==> config.mk <==
export PLATFORM = sky130hd
export DESIGN_NAME = pll_lock_sequencer
export DESIGN_NICKNAME = d
export VERILOG_FILES = /design/src/rtl/pll_seq_pkg.sv /design/src/rtl/sync_2ff.sv /design/src/rtl/pll_lock_sequencer.sv
export SDC_FILE = /design/constraint.sdc
export NUM_CORES = 1
export LEC_CHECK = 0
export CAP_MARGIN = 20
export CORE_MARGIN = 2
export CORE_UTILIZATION = 61
export DETAILED_ROUTE_END_ITERATION = 10
export GPL_TIMING_DRIVEN = 0
export PLACE_DENSITY = 0.83
export SLEW_MARGIN = 10
export SYNTH_ARGS = -nofsm -noshare
export SYNTH_HDL_FRONTEND = slang
export SYNTH_HIERARCHICAL = 1
export SYNTH_SLANG_ARGS = --single-unit
==> constraint.sdc <==
create_clock -name clkin -period 4 [get_ports clkin]
set_clock_uncertainty 0.2 [all_clocks]
set_input_delay 0.4 -clock clkin [delete_from_list [all_inputs] [get_ports clkin]]
set_output_delay 0.4 -clock clkin [all_outputs]
set_load 0.05 [all_outputs]
==> src/rtl/pll_seq_pkg.sv <==
// Shared types and sizing helpers for the video PLL lock sequencer.
package pll_seq_pkg;

    typedef enum logic [1:0] {
        RESET_PLL = 2'd0,
        WAIT_LOCK = 2'd1,
        STABILIZE = 2'd2,
        RUN       = 2'd3
    } state_e;

    localparam int RETRY_W = 4;

    // Counter width sized for the largest period; never narrower than 1 bit.
    function automatic int CNT_W(input int a, input int b, input int c);
        int m;
        m = a;
        if (b > m) m = b;
        if (c > m) m = c;
        return (m < 2) ? 1 : $clog2(m);
    endfunction

endpackage

==> src/rtl/sync_2ff.sv <==
// Two-flop synchronizer for a single asynchronous level; resets to 0.
module sync_2ff (
    input  logic clk_i,
    input  logic rst_i,
    input  logic d_i,
    output logic q_o
);

    logic s1_q;
    logic s2_q;

    always_ff @(posedge clk_i or posedge rst_i) begin
        if (rst_i) begin
            s1_q <= 1'b0;
            s2_q <= 1'b0;
        end else begin
            s1_q <= d_i;
            s2_q <= s1_q;
        end
    end

    assign q_o = s2_q;

endmodule

==> src/rtl/pll_lock_sequencer.sv <==
// Supervises the video PLL: pulses its reset, qualifies LOCK, releases the video
// domain once lock is stable, and tracks timeout retries and a sticky fault.
module pll_lock_sequencer
    import pll_seq_pkg::*;
#(
    parameter int RST_CYCLES    = 16,
    parameter int LOCK_TIMEOUT  = 500000,
    parameter int STABLE_CYCLES = 1024,
    parameter int MAX_RETRIES   = 7
) (
    input  logic               clkin,
    input  logic               rst,
    input  logic               pll_locked,
    input  logic               force_relock,
    output logic               pll_rst,
    output logic               video_rst,
    output logic               ready,
    output logic               lock_lost,
    output logic [RETRY_W-1:0] retry_cnt,
    output logic               fault,
    output logic [1:0]         dbg_state
);

    localparam int CW = CNT_W(RST_CYCLES, LOCK_TIMEOUT, STABLE_CYCLES);

    state_e             state_q, state_d;
    logic [CW-1:0]      cnt_q, cnt_d;
    logic [RETRY_W-1:0] retry_q, retry_d, retry_inc;
    logic               fault_q, fault_d;
    logic               lock_lost_q, lock_lost_d;
    logic               pll_rst_q, video_rst_q, ready_q;
    logic               locked_s;

    sync_2ff u_lock_sync (
        .clk_i (clkin),
        .rst_i (rst),
        .d_i   (pll_locked),
        .q_o   (locked_s)
    );

    assign retry_inc = (retry_q == {RETRY_W{1'b1}}) ? retry_q : retry_q + 1'b1;

    // force_relock outranks every other exit, including lock loss in RUN.
    always_comb begin
        state_d     = state_q;
        retry_d     = retry_q;
        fault_d     = fault_q;
        lock_lost_d = 1'b0;
        case (state_q)
            RESET_PLL: begin
                if (cnt_q == CW'(RST_CYCLES - 1)) state_d = WAIT_LOCK;
            end
            WAIT_LOCK: begin
                if (force_relock) begin
                    state_d = RESET_PLL;
                end else if (locked_s) begin
                    state_d = STABILIZE;
                end else if (cnt_q == CW'(LOCK_TIMEOUT - 1)) begin
                    state_d = RESET_PLL;
                    retry_d = retry_inc;
                    fault_d = fault_q | (retry_inc >= RETRY_W'(MAX_RETRIES));
                end
            end
            STABILIZE: begin
                if (force_relock) begin
                    state_d = RESET_PLL;
                end else if (!locked_s) begin
                    state_d = WAIT_LOCK;
                end else if (cnt_q == CW'(STABLE_CYCLES - 1)) begin
                    state_d = RUN;
                    retry_d = '0;
                end
            end
            RUN: begin
                if (force_relock) begin
                    state_d = RESET_PLL;
                end else if (!locked_s) begin
                    state_d     = RESET_PLL;
                    lock_lost_d = 1'b1;
                end
            end
            default: state_d = RESET_PLL;
        endcase
    end

    // The counter restarts on every state change and idles in RUN.
    always_comb begin
        cnt_d = cnt_q + 1'b1;
        if (state_d != state_q) cnt_d = '0;
        else if (state_q == RUN) cnt_d = cnt_q;
    end

    always_ff @(posedge clkin or posedge rst) begin
        if (rst) begin
            state_q     <= RESET_PLL;
            cnt_q       <= '0;
            retry_q     <= '0;
            fault_q     <= 1'b0;
            lock_lost_q <= 1'b0;
            pll_rst_q   <= 1'b1;
            video_rst_q <= 1'b1;
            ready_q     <= 1'b0;
        end else begin
            state_q     <= state_d;
            cnt_q       <= cnt_d;
            retry_q     <= retry_d;
            fault_q     <= fault_d;
            lock_lost_q <= lock_lost_d;
            pll_rst_q   <= (state_d == RESET_PLL);
            video_rst_q <= (state_d != RUN);
            ready_q     <= (state_d == RUN);
        end
    end

    assign pll_rst   = pll_rst_q;
    assign video_rst = video_rst_q;
    assign ready     = ready_q;
    assign lock_lost = lock_lost_q;
    assign retry_cnt = retry_q;
    assign fault     = fault_q;
    assign dbg_state = state_q;

endmodule
==> impl_metrics.toml, run 1 <==
[outcome]
status = "complete, no violations"

[floorplan]
start_util_pct = 65.00
core_area_sq_mm = 0.002781
dieArea_sq_mm = 0.003415
die_width_microns = 58.44
rows = 19
pin_count = 15
dieHeight_microns = 58.44

[worst_setup_path]
cpMaxStageDelayCell = "clkdlybuf4s50_1"
critPathKind = "register to output pin"
crit_path_max_fanout = 1
end_kind = "output pin"
worst_path_largest_cell_delay_ps = 790
cp.arrival_ps = 1640
cp-start-kind = "register"
crit_required_ps = 3400
path_buf_inv = 1
path_cells = "clkdlybuf4s50_1"
path_delay_family = "buffers and inverters"

[yosys]
yosysSeqAreaShare_pct = 44.43
synth.most_common_cell = "dfrtp_1"
yosys.area.top_type = "dfrtp_1"
synth_area_leaders = "dfrtp_1 42%, xor2_1 5.3%, nor2_1 4.8%"
ys_async_sr_fraction_pct = 100.0
synth_cell_types = 47
ys_warn_count = 6
yosysTopAreaCellShare_pct = 41.52
postSynthNetCount = 192
synth_edf_count = 0
syn_avg_cell_area_sq_um = 9.720
ys_top_cells_by_count = "30 x dfrtp_1, 23 x nor2_1, 13 x nand2_1, 11 x nand3_1, 11 x xor2_1"
syn-cell-area_sq_mm = 0.001808
synth_cells = 186
synth_ff_type = "dfrtp_1"
ys_ff_latch = 32

[global_route]
grt_overflow = 0
grt_pass1_wl_mm = 5.989
grtUsageTotal_pct = 23.77
grt_max_degree = 31
grt_pass1_vias = 1367
antenna_found_initial = 0

[timing]
maxSlewHeadroom_pct = 65.79
setup_viol = 0
hold_slack_ps = 32.44
timing.fmax_ghz = 0.4466
rsz0062_at_grt = "no"
maxSlewViolCount = 0
hold_viol_final = 0
tns_ps = 0
min_period_ps = 2239
fin_crit_sh_pct = 55.98
tightest_slew_ps = 511.5

[layout]
areaGrowthSynthToFinish_pct = 14.81
finalNonFillerCells = 240
nFillCells = 216
num-nets-final = 214
antenna_cells = 0
regArea_sq_um = 803.3
drive_gt1_share_pct = 18.66
finish.utilization_pct = 74.63
multi_input_area_sq_um = 947.2

[placed_design]
place_congestion = 0.8790
portBuffers = 14
place_hpwl_mm = 2.572
dpl.cell_count = 231

[drt]
wl_per_cell_microns = 14.27
drc = 0
drt_wl_total_mm = 3.425
ant_nets = 0
viasPerCell = 5.975
vias = 1434
drt-pass1-iter-count = 4
drtIter0Drc = 49

[clock_tree]
cts_resized = 0
htreeDepth = 2
cts_root_buf = "clkbuf_4"
clkTransAtPathRegs_ps = 100
cts_made_buffers = 5
clkSinkCount = 32
clock_path_buffers = 2
insertion_delay_ps = 330
cts_setup_buffers = 0
ctsHoldBuffers = 0
tritoncts = "yes"

[power]
p_leak_uw = 0.0008939
peakVddDrop_v = 0.0003597
p_per_area_mw_per_mm2 = 400.1

[job]
maxCapViolations = 0

[min_path]
hold_class = "primary input to asynchronous set/reset pin"
[placed cells by master, fill, tap and decap left out, types with 2 or more instances in the layout]
master           count
nor2_2              10
o21bai_1             3
and3_1               6
nand3_1             11
xnor2_1              7
and2_1               3
nor4_2               2
nor2_1              23
a31oi_1              3
nand2_1             13
and4_1               3
ha_1                 2
nor4_1               3
clkinv_2             2
nand2b_1             3
nand4_1              7
dfstp_2              2
xor2_1              11
o21ai_1              2
dfrtp_1             30
inv_1                7
buf_2                4
clkdlybuf4s50_1     14
clkbuf_4             5
nor3_1               3
a21oi_1              4
[stage by stage]
stage / cell area (sq um) / power (uW) / setup slack, ps
final: 2076 / 830.5 / 1761
after global routing: 2076 / 885.3 / 1704
after CTS: 2048 / 836.3 / 1738
after detailed placement: 1987 / 642.1 / 1791
after global placement: 1987 / 631.4 / 1802
after floorplan: 1808 / 586.6 / 1951
[routing by layer]
layer,part of all wire (%),routed length (microns),vias up,GRT usage (%)
met3,4.0,136,2,7.033
met4,0.85,29,0,11.96
met1,47,1614,694,29.84
li1,-,-,704,-
met5,0,0,-,0
met2,48,1644,34,37.40
[worst reg2reg max path, stage by stage (launching register included)]
cell	delay [ps]
dfrtp_1	450
nor4_2	410
nand4_2	200
o31ai_4	370
buf_6	220
nor2_2	60
[state kept, by name, summed over array words and instances (netlist names)]
signal / flops
video_rst: 1
cnt_q: 19
lock_lost: 1
u_lock_sync/q_o: 1
u_lock_sync/s1_q: 1
pll_rst: 1
fault: 1
dbg_state: 2
ready: 1
retry_cnt: 4
[power by group]
part	switching [uW]	internal (uW)	leakage, uW
clock	107	83.5	0.0000380
combinational	132	94.9	0.000430
sequential	48.6	364	0.000425
total	288	543	0.000894
[worst paths after layout]
check / startpoint / to / slack, ps / depth (start not counted)
worst max register to register: cnt_q[5] / cnt_q[16] / 1980 / 5
min in group clkin: u_lock_sync/s1_q / u_lock_sync/q_o / 160 / 0
max in group asynchronous: rst / video_rst / 2900 / 3
worst min register to register: u_lock_sync/s1_q / u_lock_sync/q_o / 160 / 0
worst min-delay path: rst / u_lock_sync/s1_q / 30 / 2
worst max-delay path: video_rst / video_rst / 1760 / 1
[cells by family after synthesis]
| group | synth area share [%] |
|---|---|
| AOI/OAI and AO/OA | 11.21 |
| xor gates and xnor gates | 8.720 |
| adders and majority gates | 1.384 |
| buffers and inverters | 3.184 |
| DFF | 44.43 |
| and+or+nand+nor | 31.07 |
[area by class of cell]
type,instances,share of cell area [%]
Multi-Input combinational cell,142,45.63
Sequential cell,32,38.70
Timing Repair Buffer,15,8.077
Clock buffer,6,2.471
Tap cell,31,1.869
Buffer,5,1.507
Inverter,7,1.266
Clock inverter,2,0.4822
(Power assumes the default switching activity.)
==> inputs of run 2 (changes only) <==
--- a/config.mk
+++ b/config.mk
@@ -7,10 +7,10 @@
 export LEC_CHECK = 0
 export CAP_MARGIN = 20
 export CORE_MARGIN = 2
-export CORE_UTILIZATION = 61
+export CORE_UTILIZATION = 57
 export DETAILED_ROUTE_END_ITERATION = 10
 export GPL_TIMING_DRIVEN = 0
-export PLACE_DENSITY = 0.83
+export PLACE_DENSITY = 0.79
 export SLEW_MARGIN = 10
 export SYNTH_ARGS = -nofsm -noshare
 export SYNTH_HDL_FRONTEND = slang
==> constraint.sdc (replaced) <==
create_clock -name clkin -period 2.3 [get_ports clkin]
set_clock_uncertainty 0.2 [all_clocks]
set_input_delay 0.23 -clock clkin [delete_from_list [all_inputs] [get_ports clkin]]
set_output_delay 0.23 -clock clkin [all_outputs]
set_load 0.05 [all_outputs]
==> impl_metrics.toml, run 2 (synthesis gave the netlist of run 1 again) <==
[outcome]
status = "complete, no violations"

[drt]
vias = 1480
drt-pass1-iter-count = 5
drt_wl_total_mm = 3.803
viasPerCell = 5.850
wl_per_cell_microns = 15.03
ant_nets = 0
drtIter0Drc = 82
drc = 0

[clock_tree]
clkSinkCount = 32
tritoncts = "yes"
cts_resized = 0
htreeDepth = 2
cts_made_buffers = 5
cts_setup_buffers = 0
clock_path_buffers = 2
insertion_delay_ps = 340
ctsHoldBuffers = 1
cts_root_buf = "clkbuf_4"
clkTransAtPathRegs_ps = 110

[floorplan]
dieHeight_microns = 60.32
pin_count = 15
dieArea_sq_mm = 0.003639
start_util_pct = 59.71
core_area_sq_mm = 0.003028
rows = 20
die_width_microns = 60.32

[global_route]
grt.busiest_layer = "met2"
grt_pass1_wl_mm = 6.492
grt_overflow = 0
grtUsageMet1_pct = 29.55
grt_pass1_vias = 1422
grtUsageTotal_pct = 24.21
grtUsageMet2_pct = 40.06
met3_usage_pct = 6.277
grt_max_degree = 31
antenna_found_initial = 0

[worst_setup_path]
path_buf_inv = 1
path_delay_family = "buffers and inverters"
crit_path_max_fanout = 1
worst_path_largest_cell_delay_ps = 790
cp.arrival_ps = 1660
critPathKind = "register to output pin"
path_cells = "clkdlybuf4s50_1"
cpMaxStageDelayCell = "clkdlybuf4s50_1"
crit_required_ps = 1870
end_kind = "output pin"
cp-start-kind = "register"

[timing]
tns_ps = 0
tightest_slew_ps = 495.3
maxSlewHeadroom_pct = 66.88
setup_viol = 0
min_period_ps = 2086
timing.fmax_ghz = 0.4793
fin_crit_sh_pct = 90.70
maxSlewViolCount = 0
rsz0062_at_grt = "no"
hold_viol_final = 0

[placed_design]
portBuffers = 14
place_hpwl_mm = 2.656
placed_area_sq_mm = 0.002003
place_congestion = 0.8198

[layout]
final_common_cell = "dfrtp_1"
num-nets-final = 215
antenna_cells = 0
final_cell_mix = "30 x dfrtp_1, 23 x nor2_1, 14 x clkdlybuf4s50_1"
nFillCells = 234
finish.utilization_pct = 68.93
fin_area_sq_mm = 0.002087
drive_gt1_share_pct = 17.70
largest_reg_flops = 19
areaGrowthSynthToFinish_pct = 15.43
largest_register = "cnt_q"

[power]
p_leak_uw = 0.0008844
p_per_area_mw_per_mm2 = 675.2
peakVddDrop_v = 0.0003216

[job]
maxCapViolations = 0

[min_path]
hold_class = "primary input to register"
[run 2: cell count changes in the layout (fill, tap and decap cells not counted)]
| cell | delta |
|---|---|
| inv_1 | -1 |
| clkinv_1 | +1 |
| clkinv_2 | -1 |
| dlygate4sd3_1 | +1 |
| clkbuf_8 | -1 |
| clkbuf_1 | +1 |
[run 2: layer usage]
metal	vias to the layer above	share of wire, %
met4	0	1.8
met3	8	3.6
met5	-	0
met1	733	44
met2	38	50
li1	701	-
[run 2: worst paths after layout]
path                             startpoint               end  slack (ps)  cells past startpoint
setup / recovery                    pll_rst           pll_rst         210                      1
hold / removal                   pll_locked  u_lock_sync/s1_q         120                      1
setup reg to reg               dbg_state[1]      retry_cnt[3]         280                      6
hold reg to reg            u_lock_sync/s1_q   u_lock_sync/q_o         200                      0
max in group asynchronous               rst         video_rst         860                      4
min in group asynchronous               rst  u_lock_sync/s1_q         430                      3
[run 2: worst reg2reg max path, stage by stage (launching register included)]
cell and delay (ps):
dfrtp_1 350, buf_2 190, nor2b_1 450, and3_1 240, a32o_2 210, a21oi_1 100
a31oi_1 200
[run 2: cell type report]
| type | instances | area [sq um] | area share (%) |
|---|---|---|---|
| Clock inverter | 1 | 5.005 | 0.2398 |
| Sequential cell | 32 | 803.3 | 38.49 |
| Multi-Input combinational cell | 142 | 947.2 | 45.38 |
| Timing Repair Buffer | 16 | 177.7 | 8.513 |
| Buffer | 5 | 31.28 | 1.499 |
| Tap cell | 44 | 55.05 | 2.638 |
| Inverter | 7 | 26.28 | 1.259 |
| Clock buffer | 6 | 41.29 | 1.978 |
[run 2: per-stage QoR]
| stage | instances | total power, uW | hold slack (ps) | setup slack, ps |
|---|---|---|---|---|
| global route | 253 | 1502 | 103.7 | 148.6 |
| global placement | 244 | 1098 | 137.8 | 293.2 |
| CTS | 252 | 1415 | 105.4 | 198.6 |
| finish | 253 | 1409 | 116.6 | 213.8 |
| detailed placement | 244 | 1115 | 140.3 | 279.7 |
| floorplan | 186 | 1020 | -228.8 | 250.8 |
[run 2: power by group]
group / switching [uW] / internal, uW
Clock: 182 / 112
Sequential: 81.8 / 634
Combinational: 233 / 166
